File: src/rtl/s27_bist_pkg.sv
// ============================================================================
// s27_bist_pkg
// Shared types and constants for the s27 BIST controller:
//   - state_e     : controller states
//   - LFSR_TAPS   : feedback taps of the 8-bit Fibonacci pattern generator
//   - SISR_POLY   : CRC-CCITT polynomial of the 16-bit signature register
//   - SISR_INIT   : signature register value loaded when a test starts
//   - FLUSH_PAT   : {G3,G2,G1,G0} applied while flushing the s27 state
//   - lfsr8_fb()  : pattern generator feedback bit
//   - sisr_next() : one signature register shift
// ============================================================================
package s27_bist_pkg;

    typedef enum logic [1:0] {
        ST_IDLE  = 2'd0,
        ST_FLUSH = 2'd1,
        ST_RUN   = 2'd2,
        ST_DONE  = 2'd3
    } state_e;

    // x^8 + x^6 + x^5 + x^4 + 1  ->  feedback from bits 7,5,4,3
    localparam logic [7:0]  LFSR_TAPS     = 8'hB8;
    // An all-zero LFSR would lock up, so a zero seed is replaced by this value
    localparam logic [7:0]  LFSR_SEED_SUB = 8'h01;

    localparam logic [15:0] SISR_POLY     = 16'h1021;
    localparam logic [15:0] SISR_INIT     = 16'hFFFF;

    // G0=1, G1=1, G2=0, G3=0 forces s27 to G5=1, G6=0, G7=1 after one edge
    localparam logic [3:0]  FLUSH_PAT     = 4'b0011;

    function automatic logic lfsr8_fb(input logic [7:0] q);
        return ^(q & LFSR_TAPS);
    endfunction

    function automatic logic [15:0] sisr_next(input logic [15:0] s, input logic d);
        return {s[14:0], 1'b0} ^ ((s[15] ^ d) ? SISR_POLY : 16'h0000);
    endfunction

endpackage

File: src/rtl/s27_lfsr8.sv
// ============================================================================
// s27_lfsr8
// 8-bit Fibonacci LFSR producing the s27 stimulus patterns.
// Ports:
//   CK    in  1  clock, rising edge
//   RST   in  1  synchronous active-high reset
//   LOAD  in  1  load SEED (a zero seed is substituted by 8'h01); wins over EN
//   SEED  in  8  seed value
//   EN    in  1  advance one step
//   Q     out 8  current LFSR contents
// ============================================================================
module s27_lfsr8
    import s27_bist_pkg::*;
(
    input  logic       CK,
    input  logic       RST,
    input  logic       LOAD,
    input  logic [7:0] SEED,
    input  logic       EN,
    output logic [7:0] Q
);

    logic [7:0] r_q;
    logic [7:0] w_seed;

    assign w_seed = (SEED == 8'h00) ? LFSR_SEED_SUB : SEED;

    always_ff @(posedge CK) begin
        if (RST) begin
            r_q <= LFSR_SEED_SUB;
        end else if (LOAD) begin
            r_q <= w_seed;
        end else if (EN) begin
            r_q <= {r_q[6:0], lfsr8_fb(r_q)};
        end
    end

    assign Q = r_q;

endmodule

File: src/rtl/s27_bist_ctrl.sv
// ============================================================================
// s27_bist_ctrl
// BIST controller around the ISCAS s27 core. On START it flushes the s27
// flip-flops with a fixed pattern, applies N_PATTERNS LFSR patterns to
// G0..G3, compacts G17 into a 16-bit CRC-CCITT signature and reports
// whether the signature matches GOLDEN_SIG.
// Ports:
//   CK         in   1  clock, rising edge
//   RST        in   1  synchronous active-high reset (priority over START)
//   START      in   1  level; only looked at in IDLE and DONE
//   G0..G3     out  1  registered stimulus to the s27 inputs
//   G17        in   1  s27 output (combinational from G0..G3 and s27 state)
//   BUSY       out  1  high during FLUSH and RUN
//   DONE       out  1  high in DONE until the next START
//   PASS       out  1  SIGNATURE == GOLDEN_SIG, meaningful while DONE=1
//   SIGNATURE  out 16  signature register contents
// ============================================================================
module s27_bist_ctrl
    import s27_bist_pkg::*;
#(
    parameter int unsigned N_PATTERNS   = 255,
    parameter int unsigned FLUSH_CYCLES = 2,
    parameter logic [7:0]  LFSR_SEED    = 8'h01,
    parameter logic [15:0] GOLDEN_SIG   = 16'h0000
) (
    input  logic        CK,
    input  logic        RST,
    input  logic        START,
    output logic        G0,
    output logic        G1,
    output logic        G2,
    output logic        G3,
    input  logic        G17,
    output logic        BUSY,
    output logic        DONE,
    output logic        PASS,
    output logic [15:0] SIGNATURE
);

    state_e      r_state;
    state_e      w_state_nxt;

    logic [15:0] r_cnt;
    logic [3:0]  r_fcnt;
    logic [15:0] r_sisr;
    logic [3:0]  r_g;
    logic [3:0]  w_g_nxt;

    logic        w_lfsr_load;
    logic        w_lfsr_en;
    logic [7:0]  w_lfsr_q;
    logic [3:0]  w_lfsr_nxt_lo;

    logic        w_cnt_last;
    logic        w_flush_last;

    // ------------------------------------------------------------------
    // Pattern generator
    // ------------------------------------------------------------------
    s27_lfsr8 u_lfsr (
        .CK   (CK),
        .RST  (RST),
        .LOAD (w_lfsr_load),
        .SEED (LFSR_SEED),
        .EN   (w_lfsr_en),
        .Q    (w_lfsr_q)
    );

    // Low nibble of the LFSR value after the next step. The G outputs are
    // registered, so in RUN they are loaded with the pattern the LFSR will
    // hold after the same edge.
    assign w_lfsr_nxt_lo = {w_lfsr_q[2:0], lfsr8_fb(w_lfsr_q)};

    assign w_cnt_last   = (r_cnt  == 16'(N_PATTERNS - 1));
    assign w_flush_last = (r_fcnt == 4'(FLUSH_CYCLES - 1));

    // ------------------------------------------------------------------
    // Next-state / control decode
    // ------------------------------------------------------------------
    always_comb begin
        w_state_nxt = r_state;
        w_lfsr_load = 1'b0;
        w_lfsr_en   = 1'b0;
        w_g_nxt     = 4'b0000;

        case (r_state)
            ST_IDLE, ST_DONE: begin
                if (START) begin
                    w_state_nxt = ST_FLUSH;
                    w_lfsr_load = 1'b1;
                    w_g_nxt     = FLUSH_PAT;
                end
            end

            ST_FLUSH: begin
                if (w_flush_last) begin
                    // LFSR already holds the (substituted) seed: pattern 0
                    w_state_nxt = ST_RUN;
                    w_g_nxt     = w_lfsr_q[3:0];
                end else begin
                    w_g_nxt     = FLUSH_PAT;
                end
            end

            ST_RUN: begin
                w_lfsr_en = 1'b1;
                if (w_cnt_last) begin
                    w_state_nxt = ST_DONE;
                end else begin
                    w_g_nxt     = w_lfsr_nxt_lo;
                end
            end

            default: begin
                w_state_nxt = ST_IDLE;
            end
        endcase
    end

    // ------------------------------------------------------------------
    // State, counters, stimulus and signature registers
    // ------------------------------------------------------------------
    always_ff @(posedge CK) begin
        if (RST) begin
            r_state <= ST_IDLE;
            r_g     <= 4'b0000;
            r_cnt   <= 16'h0000;
            r_fcnt  <= 4'h0;
            r_sisr  <= 16'h0000;
        end else begin
            r_state <= w_state_nxt;
            r_g     <= w_g_nxt;

            if (w_lfsr_load) begin
                r_cnt  <= 16'h0000;
                r_fcnt <= 4'h0;
                r_sisr <= SISR_INIT;
            end else if (r_state == ST_FLUSH) begin
                r_fcnt <= r_fcnt + 4'h1;
            end else if (r_state == ST_RUN) begin
                // G17 reflects the pattern retiring at this edge
                r_sisr <= sisr_next(r_sisr, G17);
                r_cnt  <= r_cnt + 16'h0001;
            end
        end
    end

    // ------------------------------------------------------------------
    // Outputs
    // ------------------------------------------------------------------
    assign G0        = r_g[0];
    assign G1        = r_g[1];
    assign G2        = r_g[2];
    assign G3        = r_g[3];
    assign BUSY      = (r_state == ST_FLUSH) || (r_state == ST_RUN);
    assign DONE      = (r_state == ST_DONE);
    assign PASS      = (r_state == ST_DONE) && (r_sisr == GOLDEN_SIG);
    assign SIGNATURE = r_sisr;

endmodule

File: config.mk
export PLATFORM = sky130hd
export DESIGN_NAME = s27_bist_ctrl
export DESIGN_NICKNAME = d
export VERILOG_FILES = /design/src/rtl/s27_bist_pkg.sv /design/src/rtl/s27_lfsr8.sv /design/src/rtl/s27_bist_ctrl.sv
export SDC_FILE = /design/constraint.sdc
export NUM_CORES = 1
export LEC_CHECK = 0
export CAP_MARGIN = 20
export CORE_MARGIN = 2
export CORE_UTILIZATION = 55
export CTS_BUF_LIST = sky130_fd_sc_hd__clkbuf_4 sky130_fd_sc_hd__clkbuf_8
export CTS_CLUSTER_SIZE = 14
export DETAILED_ROUTE_END_ITERATION = 6
export GPL_TIMING_DRIVEN = 0
export HOLD_SLACK_MARGIN = 0.1
export PLACE_DENSITY = 0.78
export SLEW_MARGIN = 5
export SYNTH_ARGS = -nofsm -noshare
export SYNTH_HDL_FRONTEND = slang
export SYNTH_HIERARCHICAL = 1
export SYNTH_SLANG_ARGS = --single-unit
File: constraint.sdc
create_clock -name CK -period 2.43 [get_ports CK]
set_input_delay 0.486 -clock CK [delete_from_list [all_inputs] [get_ports CK]]
set_output_delay 0.486 -clock CK [all_outputs]
set_load 0.02 [all_outputs]
==> results of run 1 <==
==> Yosys cell counts, types with 2 or more instances <==
master    count
xor2_1       10
a31oi_1       2
nor2_1       58
a311oi_1      5
inv_1        10
nand4_1       6
ha_1          8
nand3_1       4
o31ai_1       2
nor4_1        6
nor3_1        8
clkbuf_1      7
or4_1         3
nand2b_1      2
buf_6         2
conb_1        2
and2_1        2
xnor2_1      11
mux2_2        8
o21ai_0       3
buf_1         5
nand2_1      11
mux2i_1       6
dfxtp_1      50
a211oi_1     17
a21oi_1       9
a22oi_1       3
==> power by group through the flow <==
stage                     Combinational [uW]  Clock [uW]  Sequential, uW
final                                   1750         507            1280
after global routing                    1930         552            1320
after CTS                               1760         517            1280
after detailed placement                1750           0            1300
after global placement                  1710           0            1290
after floorplan                         1010           0            1430
==> worst min path at each step <==
stage / cells after the start / endpoint
floorplan: 2 / r_cnt[9]
global placement: 2 / r_cnt[9]
detailed placement: 2 / r_fcnt[1]
CTS: 2 / r_fcnt[1]
global route: 2 / r_fcnt[1]
finish: 2 / r_fcnt[1]
==> per-layer routing <==
layer / track usage [%] / vias to the layer above / wire (um)
li1: - / 1042 / -
met1: 26.89 / 943 / 2214
met2: 34.50 / 32 / 2443
met3: 4.329 / 9 / 137
met4: 7.692 / 0 / 91
met5: 0 / - / 0
==> final cells by class <==
cell class                 instances  area (um^2)
inverter                          10        37.54
clock buffer                       7        90.09
fill                             361         1399
tap                               52        65.06
clock inverter                     1        5.005
buffer                            14        68.82
timing repair buffer              26        255.2
sequential                        50         1002
multi-input combinational        212         1341
==> metrics by stage <==
step | hold slack [ns] | setup slack, ns | power [uW]
6_report | 0.5152 | 0.09702 | 3537
5_1_grt | 0.5410 | 0.01337 | 3795
4_1_cts | 0.5152 | 0.02355 | 3553
3_5_place_dp | 0.5060 | -0.1642 | 3046
3_3_place_gp | 0.4953 | -0.1636 | 3003
2_1_floorplan | 0.4735 | 0.2937 | 2444
==> cells by family after synthesis <==
family	Yosys count
other	2
and+or+nand+nor	109
DFF	50
adders and majority gates	8
AOI/OAI and AO/OA	46
buffers and inverters	24
xor gates and xnor gates	21
muxes	14
==> state kept, by name, summed over array words and instances, names as in the netlist <==
| register | flops |
|---|---|
| r_state | 2 |
| SIGNATURE | 16 |
| r_cnt | 16 |
| r_g | 4 |
| r_fcnt | 4 |
| u_lfsr/Q | 8 |
==> worst max-delay path: stages, from the launching register on <==
cell and delay, ns:
dfxtp_2 0.39, inv_1 0.06, ha_1 0.37, inv_1 0.12, clkdlybuf4s50_1 0.61
==> what timing repair did <==
action / 4_1_cts / 5_1_grt
buffers inserted: 0 / 0
endpoints found under the setup margin: 2 / 24
resized for setup: 2 / 5
cloned: 0 / 0
==> impl_metrics.toml, run 1 <==
[global_routing]
grt_first_pass_wirelength_mm = 8.342
antenna_found_initial = 0
overflow = 0
track_usage_pct = 20.86
grt_max_degree = 15
first_global_vias = 1878

[placement]
dp.cells = 364
hpwl_mm = 3.550
place_area_um2 = 2768
port_buffers = 26
place_congestion = 0.8182

[worst_setup_path]
cp-startpoint = "r_state[0]"
cp.required_ns = 1.94
reg2reg_setup_slack_ns = 0.22
end_kind = "output port"
critPathLaunchType = "register"
crit_end = "BUSY"
r2r-start = "r_state[0]"
rr_worst_depth = 9
arrival_ns = 1.85
critPathMaxFanout = 6
r2r-end = "u_lfsr/Q[0]"
setup.worst_path.class = "register to output port"

[yosys]
synth_compound_area_share_pct = 13.67
synth_top_family_by_area = "simple AND/OR/NAND/NOR gates"
synthAdderAreaFrac_pct = 4.175
synth_top_area_share_pct = 41.75
async_flop_share_pct = 0
syn_inst = 274
synth-seq-cells = 50
synthDistinctLibCells = 41
yosysWarnings = 6
synth_edf_count = 0
muxShareOfSynthArea_pct = 6.263
synthXorXnorAreaFrac_pct = 7.672
synth_simple_gate_area_share_pct = 21.76
synthFlopType = "dfxtp_1"
yosysSeqAreaShare_pct = 41.75
synth_area_leaders = "dfxtp_1 42%, nor2_1 9.1%, a211oi_1 5.3%"
postSynthAreaPerCell_um2 = 8.749
syn_area_um2 = 2397
synth_area_leader_cell = "dfxtp_1"

[die]
die-width_um = 70.02
ioPinCount = 27
core_area_um2 = 4264
design.die.area_um2 = 4903
die_h_um = 70.02
num_rows = 24
start_util_pct = 56.22

[timing]
hold_viol_final = 0
fmax_mhz = 428.6
relSlewSlack_pct = 52.96
slew_viol_final = 0
setup_viol = 0
period_share_pct = 96.01
worst_pin_slew_ns = 0.7002
setup_tns_ns = 0
layout_min_cycle_time_ns = 2.333
grt_setup_unrepaired = "no"
fin_skew_ns = 0.006874

[power]
share_comb_of_total_power_pct = 49.4
p_clk_share_pct = 14.3
p_sw_share_pct = 41.60
power_leakage_uw = 0.001072
ir_drop_v = 0.0008648
pwr_density_cell_nw_per_um2 = 1234
internal_power_uw = 2065
seqPwrFrac_pct = 36.3
p_sw_uw = 1471

[detailed_routing]
detailedRoute.firstPassIterationCount = 6
vias_per_cell = 5.446
num_vias = 2026
wirelength_mm = 4.886
drt-initial-drc-count = 101
drc_errors = 0
wl_per_cell_um = 13.13
antenna_left = 0

[finish]
synthToLayoutAreaGrowth_pct = 19.52
stdcell_count = 372
layout_common_cells = "58 x nor2_1, 49 x dfxtp_1, 25 x clkdlybuf4s50_1"
final_common_cell = "nor2_1"
fin_area_um2 = 2865
layout.nets = 331
fin_util_pct = 67.19
n_antenna_cell = 0
drive_above_1_share_pct = 7.813

[hold_path]
hp-class = "register to register"
min-delay-start = "r_fcnt[1]"

[clock_tree]
clk-insertion-delay-late_ns = 0.30
clock-sinks = 50
cts_root_buf = "clkbuf_8"
htreeDepth = 2
clk_pin_slew_ns = 0.09
cts_tree = "done"
hold_buffers = 0
clockBufferDepth = 2
numCtsBuffers = 5

[status]
status = "complete, no violations"

[job]
drv_cap = 0
No activity file was read; power rests on OpenSTA's default activity.
==> inputs of run 2 (changes only) <==
CORE_ASPECT_RATIO = 0.6   (was unset)
HOLD_SLACK_MARGIN = unset   (was 0.1)
==> run 2 against run 1 <==
Effect of this change:
- cell count rose by 2.2%
- fmax fell by 0.38%
- global-route usage rose by 2.7 points
- via count rose by 2.0%
- clock skew rose by 0.0014 ns
- clock power rose by 16%
- sequential share of layout area fell by 0.35 points
- power rose by 4.2%
- sequential cell count did not move
==> impl_metrics.toml, run 2 (synthesis gave the netlist of run 1 again) <==
[clock_tree]
clk_pin_slew_ns = 0.09
clock-sinks = 50
hold_buffers = 0
cts_tree = "done"
clockBufferDepth = 2
htreeDepth = 2
cts_root_buf = "clkbuf_8"
post_cts_buffers = 0
clk-insertion-delay-late_ns = 0.31
numCtsBuffers = 5

[finish]
fin_util_pct = 69.84
synthToLayoutAreaGrowth_pct = 20.72
layout.nets = 331
n_antenna_cell = 0
layout_common_cells = "58 x nor2_1, 49 x dfxtp_1, 25 x clkdlybuf4s50_1"
drive_above_1_share_pct = 8.438
final_common_cell = "nor2_1"

[timing]
slew_viol_final = 0
layout_min_cycle_time_ns = 2.342
setup_tns_ns = 0
hold_viol_final = 0
worst_pin_slew_ns = 0.6904
layout_setup_ws_ns = 0.08803
fin_skew_ns = 0.008296
setup_viol = 0
period_share_pct = 96.38
fmax_mhz = 427.0
relSlewSlack_pct = 53.62
grt_setup_unrepaired = "no"

[worst_setup_path]
setup.worst_path.class = "register to output port"
r2r-start = "r_state[0]"
arrival_ns = 1.86
critPathLaunchType = "register"
critPathMaxFanout = 6
reg2reg_setup_slack_ns = 0.21
cp-startpoint = "r_state[0]"
crit_end = "BUSY"
rr_worst_depth = 7
cp.required_ns = 1.94
r2r-end = "r_cnt[4]"
end_kind = "output port"

[detailed_routing]
antenna_left = 0
drt-initial-drc-count = 116
vias_per_cell = 5.437
wl_per_cell_um = 14.18
detailedRoute.firstPassIterationCount = 4
wirelength_mm = 5.390
num_vias = 2066
drc_errors = 0

[placement]
hpwl_mm = 3.877
port_buffers = 26
pre_cts_slack_ns = -0.1759
place_congestion = 0.7981

[global_routing]
antenna_found_initial = 0
grt_busiest_layer = "met1"
met2_usage_pct = 33.58
grt_max_degree = 16
first_global_vias = 1832
globalRouteMet3Util_pct = 6.083
track_usage_pct = 23.58
grt_first_pass_wirelength_mm = 8.694
overflow = 0
met1_usage_pct = 35.06

[power]
power_leakage_uw = 0.001085
ir_drop_v = 0.0008660
pwr_density_cell_nw_per_um2 = 1273

[die]
core_area_um2 = 4144
num_rows = 18
die_h_um = 55.14
start_util_pct = 57.85
design.die.area_um2 = 4920
ioPinCount = 27
die-width_um = 89.23

[job]
drv_cap = 0

[hold_path]
hp-class = "register to register"
min_path_cells = 2

[status]
status = "complete, no violations"
[run 2: cell types whose count changed in the layout (fill, tap and decap cells not counted)]
cell and change:
clkbuf_8 -1, buf_1 -2, clkbuf_2 +1, bufinv_16 +1, clkinv_2 +1
[run 2: routing by layer]
layer | vias up | routed length [um]
met4 | 0 | 29
met1 | 949 | 2696
met2 | 73 | 2237
li1 | 1039 | -
met3 | 5 | 427
met5 | - | 0
[run 2: worst min-delay path by stage]
stage                     from         end  slack, ns
global placement    r_state[1]  r_state[1]       0.50
detailed placement    r_cnt[9]    r_cnt[9]       0.51
finish              r_state[0]  r_state[0]       0.52
floorplan             r_cnt[9]    r_cnt[9]       0.47
global route        r_state[0]  r_state[0]       0.57
CTS                   r_cnt[9]    r_cnt[9]       0.53
[run 2: final cells by class]
cell class	count	area, um^2
buffer	14	73.82
fill	361	1250
multi-input combinational	212	1341
clock inverter	3	40.04
tap	60	75.07
timing repair buffer	26	255.2
sequential	50	1002
clock buffer	5	68.82
inverter	10	37.54
[run 2: worst max-delay path, cell delays in order, from the launching register on]
cell and delay [ns]:
dfxtp_2 0.39, inv_1 0.05, ha_1 0.38, inv_1 0.12, clkdlybuf4s50_1 0.61
[run 2: through the flow]
step / cells / hold WS (ns) / power [uW] / instance area, um^2
final: 380 / 0.5194 / 3684 / 2894
after detailed placement: 372 / 0.5146 / 3073 / 2778
after global placement: 372 / 0.5014 / 3011 / 2778
after floorplan: 286 / 0.4735 / 2444 / 2442
after global routing: 380 / 0.5708 / 3913 / 2894
after CTS: 380 / 0.5286 / 3662 / 2887
[run 2: power breakdown]
group          switching [uW]  leakage [uW]  internal (uW)
sequential                250      0.000410           1050
combinational            1010      0.000618            786
clock                     284     0.0000579            303
total                    1550       0.00109           2140
[run 2: what timing repair did]
action | CTS | global route
setup endpoints to repair | 2 | 29
endpoints found under the hold margin | 0 | 0
resized for setup | 2 | 9
pin swaps | 0 | 0
